### config.mk
export PLATFORM = sky130hd
export DESIGN_NAME = fetch_sequencer
export DESIGN_NICKNAME = d
export VERILOG_FILES = /design/src/rtl/fetch_pkg.sv /design/src/rtl/branch_target_calc.sv /design/src/rtl/fetch_sequencer.sv
export SDC_FILE = /design/constraint.sdc
export NUM_CORES = 1
export LEC_CHECK = 0
export ABC_AREA = 1
export CAP_MARGIN = 20
export CORE_ASPECT_RATIO = 1.25
export CORE_UTILIZATION = 47
export CTS_CLUSTER_DIAMETER = 120
export DETAILED_ROUTE_END_ITERATION = 12
export PLACE_DENSITY_LB_ADDON = 0.12
export SLEW_MARGIN = 20
export SYNTH_ARGS = -nofsm -noshare
export SYNTH_HDL_FRONTEND = slang
export SYNTH_HIERARCHICAL = 1
export SYNTH_SLANG_ARGS = --single-unit
### constraint.sdc
create_clock -name clock -period 6.6 [get_ports clock]
set_clock_uncertainty 0.2 [all_clocks]
set_input_delay 0.99 -clock clock [delete_from_list [all_inputs] [get_ports clock]]
set_output_delay 0.99 -clock clock [all_outputs]
set_load 0.005 [all_outputs]
### src/rtl/fetch_pkg.sv
// Shared definitions for the instruction-fetch sequencer.
//   state_t       : sequencer state (FETCH issues a request, HOLD presents to decode)
//   *_DEFAULT     : default PC width, instruction width and PC stride
//   align_mask()  : mask that clears the low address bits below the PC stride
package fetch_pkg;

    localparam int PC_W_DEFAULT    = 16;
    localparam int INSTR_W_DEFAULT = 16;
    localparam int PC_INC_DEFAULT  = 4;

    typedef enum logic [0:0] {
        FETCH = 1'b0,
        HOLD  = 1'b1
    } state_t;

    // Alignment mask for a power-of-two stride: ~(inc - 1). Callers cast to their width.
    function automatic logic [31:0] align_mask(input int unsigned inc);
        logic [31:0] inc_v;
        inc_v = 32'(inc);
        return ~(inc_v - 32'd1);
    endfunction

endpackage

### src/rtl/branch_target_calc.sv
// Combinational redirect-address calculator for the instruction accepted by decode.
// Ports:
//   instr_pc      in  : address of the accepted instruction
//   br_offset     in  : signed branch offset in instructions (words)
//   jmp_valid     in  : absolute jump requested
//   jmp_target    in  : jump address (low bits are forced to stride alignment)
//   br_taken      in  : relative branch requested
//   redirect_addr out : address to fetch next when redirect is set
//   redirect      out : a jump or taken branch overrides sequential flow
// Jump wins over branch. All arithmetic wraps modulo 2^PC_W.
module branch_target_calc
    import fetch_pkg::*;
#(
    parameter int PC_W   = PC_W_DEFAULT,
    parameter int PC_INC = PC_INC_DEFAULT
) (
    input  logic [PC_W-1:0] instr_pc,
    input  logic [15:0]     br_offset,
    input  logic            jmp_valid,
    input  logic [PC_W-1:0] jmp_target,
    input  logic            br_taken,
    output logic [PC_W-1:0] redirect_addr,
    output logic            redirect
);

    // Stride is a power of two, so scaling the word offset is a left shift.
    localparam int              SHIFT = $clog2(PC_INC);
    localparam logic [PC_W-1:0] INC   = PC_W'(PC_INC);

    logic [PC_W-1:0] mask_s;
    logic [PC_W-1:0] off_ext_s;
    logic [PC_W-1:0] br_target_s;

    assign mask_s = PC_W'(align_mask(PC_INC));

    // Sign-extend (or truncate) the 16-bit offset to the address width.
    generate
        if (PC_W > 16) begin : g_sext
            assign off_ext_s = {{(PC_W - 16){br_offset[15]}}, br_offset};
        end else begin : g_trunc
            assign off_ext_s = br_offset[PC_W-1:0];
        end
    endgenerate

    // Branches are relative to the instruction after the branch.
    assign br_target_s = instr_pc + INC + (off_ext_s << SHIFT);

    // Redirect selection: jump, then branch, otherwise no redirect.
    always_comb begin
        redirect      = 1'b0;
        redirect_addr = {PC_W{1'b0}};
        if (jmp_valid) begin
            redirect      = 1'b1;
            redirect_addr = jmp_target & mask_s;
        end else if (br_taken) begin
            redirect      = 1'b1;
            redirect_addr = br_target_s;
        end else begin
            redirect      = 1'b0;
            redirect_addr = {PC_W{1'b0}};
        end
    end

endmodule

### src/rtl/fetch_sequencer.sv
// Next-PC and instruction-fetch sequencer.
// Fetches the instruction at the external PC register value, holds it for decode
// with a valid/ready handshake, and computes the value the PC register loads on
// every edge (hold, increment, branch or jump).
// Ports:
//   clock, reset           : rising-edge clock, synchronous active-high reset
//   pc                     : current PC register value
//   nextPC                 : value loaded into the PC register each edge
//   imem_req/imem_addr     : instruction-memory request and address
//   imem_ready/imem_rdata  : memory data strobe and instruction
//   instr/instr_pc         : held instruction and its address
//   instr_valid/instr_ready: decode handshake
//   br_taken/br_offset     : taken branch and word offset of the accepted instruction
//   jmp_valid/jmp_target   : jump and absolute target of the accepted instruction
// The block keeps no PC copy; it relies on the PC register loading nextPC every edge.
module fetch_sequencer
    import fetch_pkg::*;
#(
    parameter int PC_W    = PC_W_DEFAULT,
    parameter int INSTR_W = INSTR_W_DEFAULT,
    parameter int PC_INC  = PC_INC_DEFAULT
) (
    input  logic               clock,
    input  logic               reset,
    input  logic [PC_W-1:0]    pc,
    output logic [PC_W-1:0]    nextPC,
    output logic               imem_req,
    output logic [PC_W-1:0]    imem_addr,
    input  logic               imem_ready,
    input  logic [INSTR_W-1:0] imem_rdata,
    output logic [INSTR_W-1:0] instr,
    output logic [PC_W-1:0]    instr_pc,
    output logic               instr_valid,
    input  logic               instr_ready,
    input  logic               br_taken,
    input  logic [15:0]        br_offset,
    input  logic               jmp_valid,
    input  logic [PC_W-1:0]    jmp_target
);

    localparam logic [PC_W-1:0] INC = PC_W'(PC_INC);

    state_t             state_r;
    state_t             next_state_s;
    logic [INSTR_W-1:0] instr_r;
    logic [PC_W-1:0]    instr_pc_r;
    logic               instr_valid_r;
    logic               capture_s;
    logic               accept_s;
    logic               redirect_s;
    logic [PC_W-1:0]    redirect_addr_s;
    logic [PC_W-1:0]    next_pc_s;
    logic               imem_req_s;
    logic [PC_W-1:0]    imem_addr_s;

    branch_target_calc #(
        .PC_W   (PC_W),
        .PC_INC (PC_INC)
    ) u_btc (
        .instr_pc      (instr_pc_r),
        .br_offset     (br_offset),
        .jmp_valid     (jmp_valid),
        .jmp_target    (jmp_target),
        .br_taken      (br_taken),
        .redirect_addr (redirect_addr_s),
        .redirect      (redirect_s)
    );

    // Next state, nextPC mux and memory request; reset forces a quiet, zeroed interface.
    always_comb begin
        next_state_s = state_r;
        next_pc_s    = pc;
        imem_req_s   = 1'b0;
        imem_addr_s  = {PC_W{1'b0}};
        capture_s    = 1'b0;
        accept_s     = 1'b0;
        if (reset) begin
            next_state_s = FETCH;
            next_pc_s    = {PC_W{1'b0}};
        end else begin
            case (state_r)
                FETCH: begin
                    imem_req_s  = 1'b1;
                    imem_addr_s = pc;
                    if (imem_ready) begin
                        capture_s    = 1'b1;
                        next_pc_s    = pc + INC;
                        next_state_s = HOLD;
                    end else begin
                        next_pc_s = pc;
                    end
                end
                HOLD: begin
                    if (instr_ready) begin
                        accept_s     = 1'b1;
                        next_state_s = FETCH;
                        // Without a redirect, pc already equals instr_pc + stride.
                        if (redirect_s) begin
                            next_pc_s = redirect_addr_s;
                        end else begin
                            next_pc_s = pc;
                        end
                    end else begin
                        next_pc_s = pc;
                    end
                end
                default: begin
                    next_state_s = FETCH;
                    next_pc_s    = pc;
                end
            endcase
        end
    end

    // State register plus the held instruction, its address and the valid flag.
    always_ff @(posedge clock) begin
        if (reset) begin
            state_r       <= FETCH;
            instr_r       <= {INSTR_W{1'b0}};
            instr_pc_r    <= {PC_W{1'b0}};
            instr_valid_r <= 1'b0;
        end else begin
            state_r <= next_state_s;
            if (capture_s) begin
                instr_r       <= imem_rdata;
                instr_pc_r    <= pc;
                instr_valid_r <= 1'b1;
            end else if (accept_s) begin
                instr_valid_r <= 1'b0;
            end else begin
                instr_valid_r <= instr_valid_r;
            end
        end
    end

    assign nextPC      = next_pc_s;
    assign imem_req    = imem_req_s;
    assign imem_addr   = imem_addr_s;
    assign instr       = instr_r;
    assign instr_pc    = instr_pc_r;
    assign instr_valid = instr_valid_r;

endmodule

==> impl_metrics.ini <==
[layout]
mostFrequentLayoutCells = 164 x nand2_1, 131 x clkdlybuf4s50_1, 77 x inv_1, 57 x nand3_1, 52 x nor2_1
fin_nets = 738
antennaDiodeCount = 0
finalCoreUtilization_pct = 72.4
final_common_cell = nand2_1
syn2layout_area_growth_pct = 45.6
layout-drive-gt1-share_pct = 3.89

[worst_setup_path]
crit_chain = clkdlybuf4s50_1 > inv_1 > ha_1 > inv_1 > ha_1 > inv_1 > fa_1 > inv_1 > nand3_1 > nand3_1 > a21oi_1 > nand2_1 > nand2_1 > o21ai_2 > nand2_1 > o211ai_1 > nand3_1 > inv_1 > clkdlybuf4s50_1
cpPeakStageDelay_ns = 0.51
end_kind = primary output
critPathLaunchType = input pin
path_common_cell = inv_1
critical_path_class = input pin to primary output
slowest_stage = clkdlybuf4s50_1
arrival_ns = 4.00
required_ns = 5.41
path_max_fanout = 5

[synth]
async_flop_share_pct = 0
syn_inst = 522
synth_area_leaders = dfxtp_1 22%, nand2_1 20%, ha_1 10%
synth.net_count = 619
ys_seq_area_share_pct = 21.8
synth_top_area_share_pct = 21.8
synth_edf_count = 0
yosys_warnings = 6
synth_top_cell_by_area = dfxtp_1
syn_avg_cell_area_um2 = 5.99
ys.flop_type = dfxtp_1
synth-seq-cells = 34
synth_area_um2 = 3130
synthDistinctLibCells = 33

[global_routing]
grt-ovfl-total = 0
grt_pass1_wl_mm = 15.7
first_global_vias = 3621
grt_usage_pct = 28.8
grt_max_degree = 50
antenna_found_initial = 0

[timing]
slew_violations = 0
tns_ns = 0
fin_ws_ns = 1.41
fin_crit_sh_pct = 78.7
fmax_mhz = 193
min_period_ns = 5.19
setup_violations = 0
hold_violations = 0
max_slew.worst_pin.slew_ns = 0.919
relSlewSlack_pct = 38.5
rsz0062_at_grt = no

[route]
vias_per_cell = 5.18
drc_errors = 0
dr.first_iter.drc_count = 126
ant_nets = 0
routedWlPerCell_um = 13.3
wl_mm = 9.67
vias = 3769
dr.pass1.iters = 4

[run]
drv_cap = 0

[clock_tree]
cts_resized = 0
cts_setup_buffers = 0
htreeDepth = 2
clkTransAtPathRegs_ns = 0.07
cts.path.max_buffers = 2
ctsHoldBuffers = 0
cts_buffers = 5
cts_tree = yes
clock_sinks = 34
clock-root-buffer = clkbuf_8
clock_latency_ns = 0.28

[placed_design]
io_buffer_count = 131
gp_congestion = 0.950
place_hpwl_mm = 7.77
dpl_worst_slack_ns = 1.40

[pwr]
ir_worst_vdd_v = 0.000106
p_leak_nw = 2.25
p_per_area_nw_per_um2 = 150

[die]
ioPinCount = 136
die_w_um = 75.0
die_height_um = 93.2
dieArea_um2 = 6980
fp-row-count = 32
initial_core_util_pct = 49.7
core_um2 = 6290

[worst_hold_path]
min_path_type = flop to flop

[outcome]
status = finished clean
-- synth_stat cells (3+ instances only) --
library cell	number
a211oi_1	16
inv_1	77
ha_1	26
nand3_1	57
o21ai_0	15
dfxtp_1	34
nand4_1	7
nor2_4	4
o211ai_1	13
nand2_2	3
nor2_1	52
buf_4	5
clkbuf_1	5
a21oi_1	15
buf_2	7
nand2_1	164
-- report_power, final --
group | switching, mW | internal (mW) | leakage, nW | total (mW)
clock | 0.0774 | 0.105 | 0.0575 | 0.183
combinational | 0.134 | 0.134 | 1.91 | 0.268
sequential | 0.0124 | 0.220 | 0.280 | 0.232
total | 0.224 | 0.459 | 2.25 | 0.683
-- path summary, 6_finish.rpt --
check / to / depth (start not counted) / slack [ns] / startpoint
setup reg to reg: instr_pc[3]$_SDFFE_PP0P_ / 5 / 4.49 / state_r$_SDFF_PP0_
hold / removal: instr[12]$_SDFFE_PP0P_ / 2 / 0.26 / instr[12]$_SDFFE_PP0P_
setup / recovery: nextPC[11] / 19 / 1.41 / br_offset[0]
hold reg to reg: instr[12]$_SDFFE_PP0P_ / 2 / 0.26 / instr[12]$_SDFFE_PP0P_
-- kinds of logic (layout without fill, tap and decap cells) --
family	count (synthesis)	in the layout	synth area share, %
adders and majority gates	27	27	11.0
and+or+nand+nor	298	298	41.3
DFF	34	34	21.8
buffers and inverters	98	218	12.8
AOI/OAI and AO/OA	65	65	13.2
-- worst max-delay path: cells and delay by family --
family | cells | cell delay [ns]
fa+ha+maj | 3 | 0.71
compound gates | 3 | 0.37
buf+inv | 7 | 1.34
simple gates | 6 | 0.58
-- flip-flops by register name (all words and copies together), names as in the netlist --
signal       count
instr           16
instr_valid      1
instr_pc        16
state_r          1
-- final cells by class --
| type | count | area, um2 |
|---|---|---|
| multi-input combinational | 390 | 2050 |
| inverter | 79 | 297 |
| fill | 584 | 1730 |
| sequential | 34 | 681 |
| tap | 85 | 106 |
| clock buffer | 8 | 110 |
| timing repair buffer | 131 | 1310 |
-- layer usage --
metal	GRT usage [%]	routed length, um	vias to the layer above
li1	-	-	1920
met1	30.4	3760	1683
met2	52.3	4970	142
met3	7.22	693	24
met4	12.7	252	0
met5	0	0	-
-- metrics by stage --
step / power (mW) / instances / cell area [um2] / hold WS [ns]
6_report: 0.683 / 727 / 4550 / 0.265
5_1_grt: 0.725 / 727 / 4550 / 0.290
4_1_cts: 0.686 / 727 / 4550 / 0.270
3_5_place_dp: 0.503 / 719 / 4440 / 0.261
3_3_place_gp: 0.496 / 719 / 4440 / 0.252
2_1_floorplan: 0.374 / 522 / 3130 / 0.259
Power figures use the tool's default switching activity.
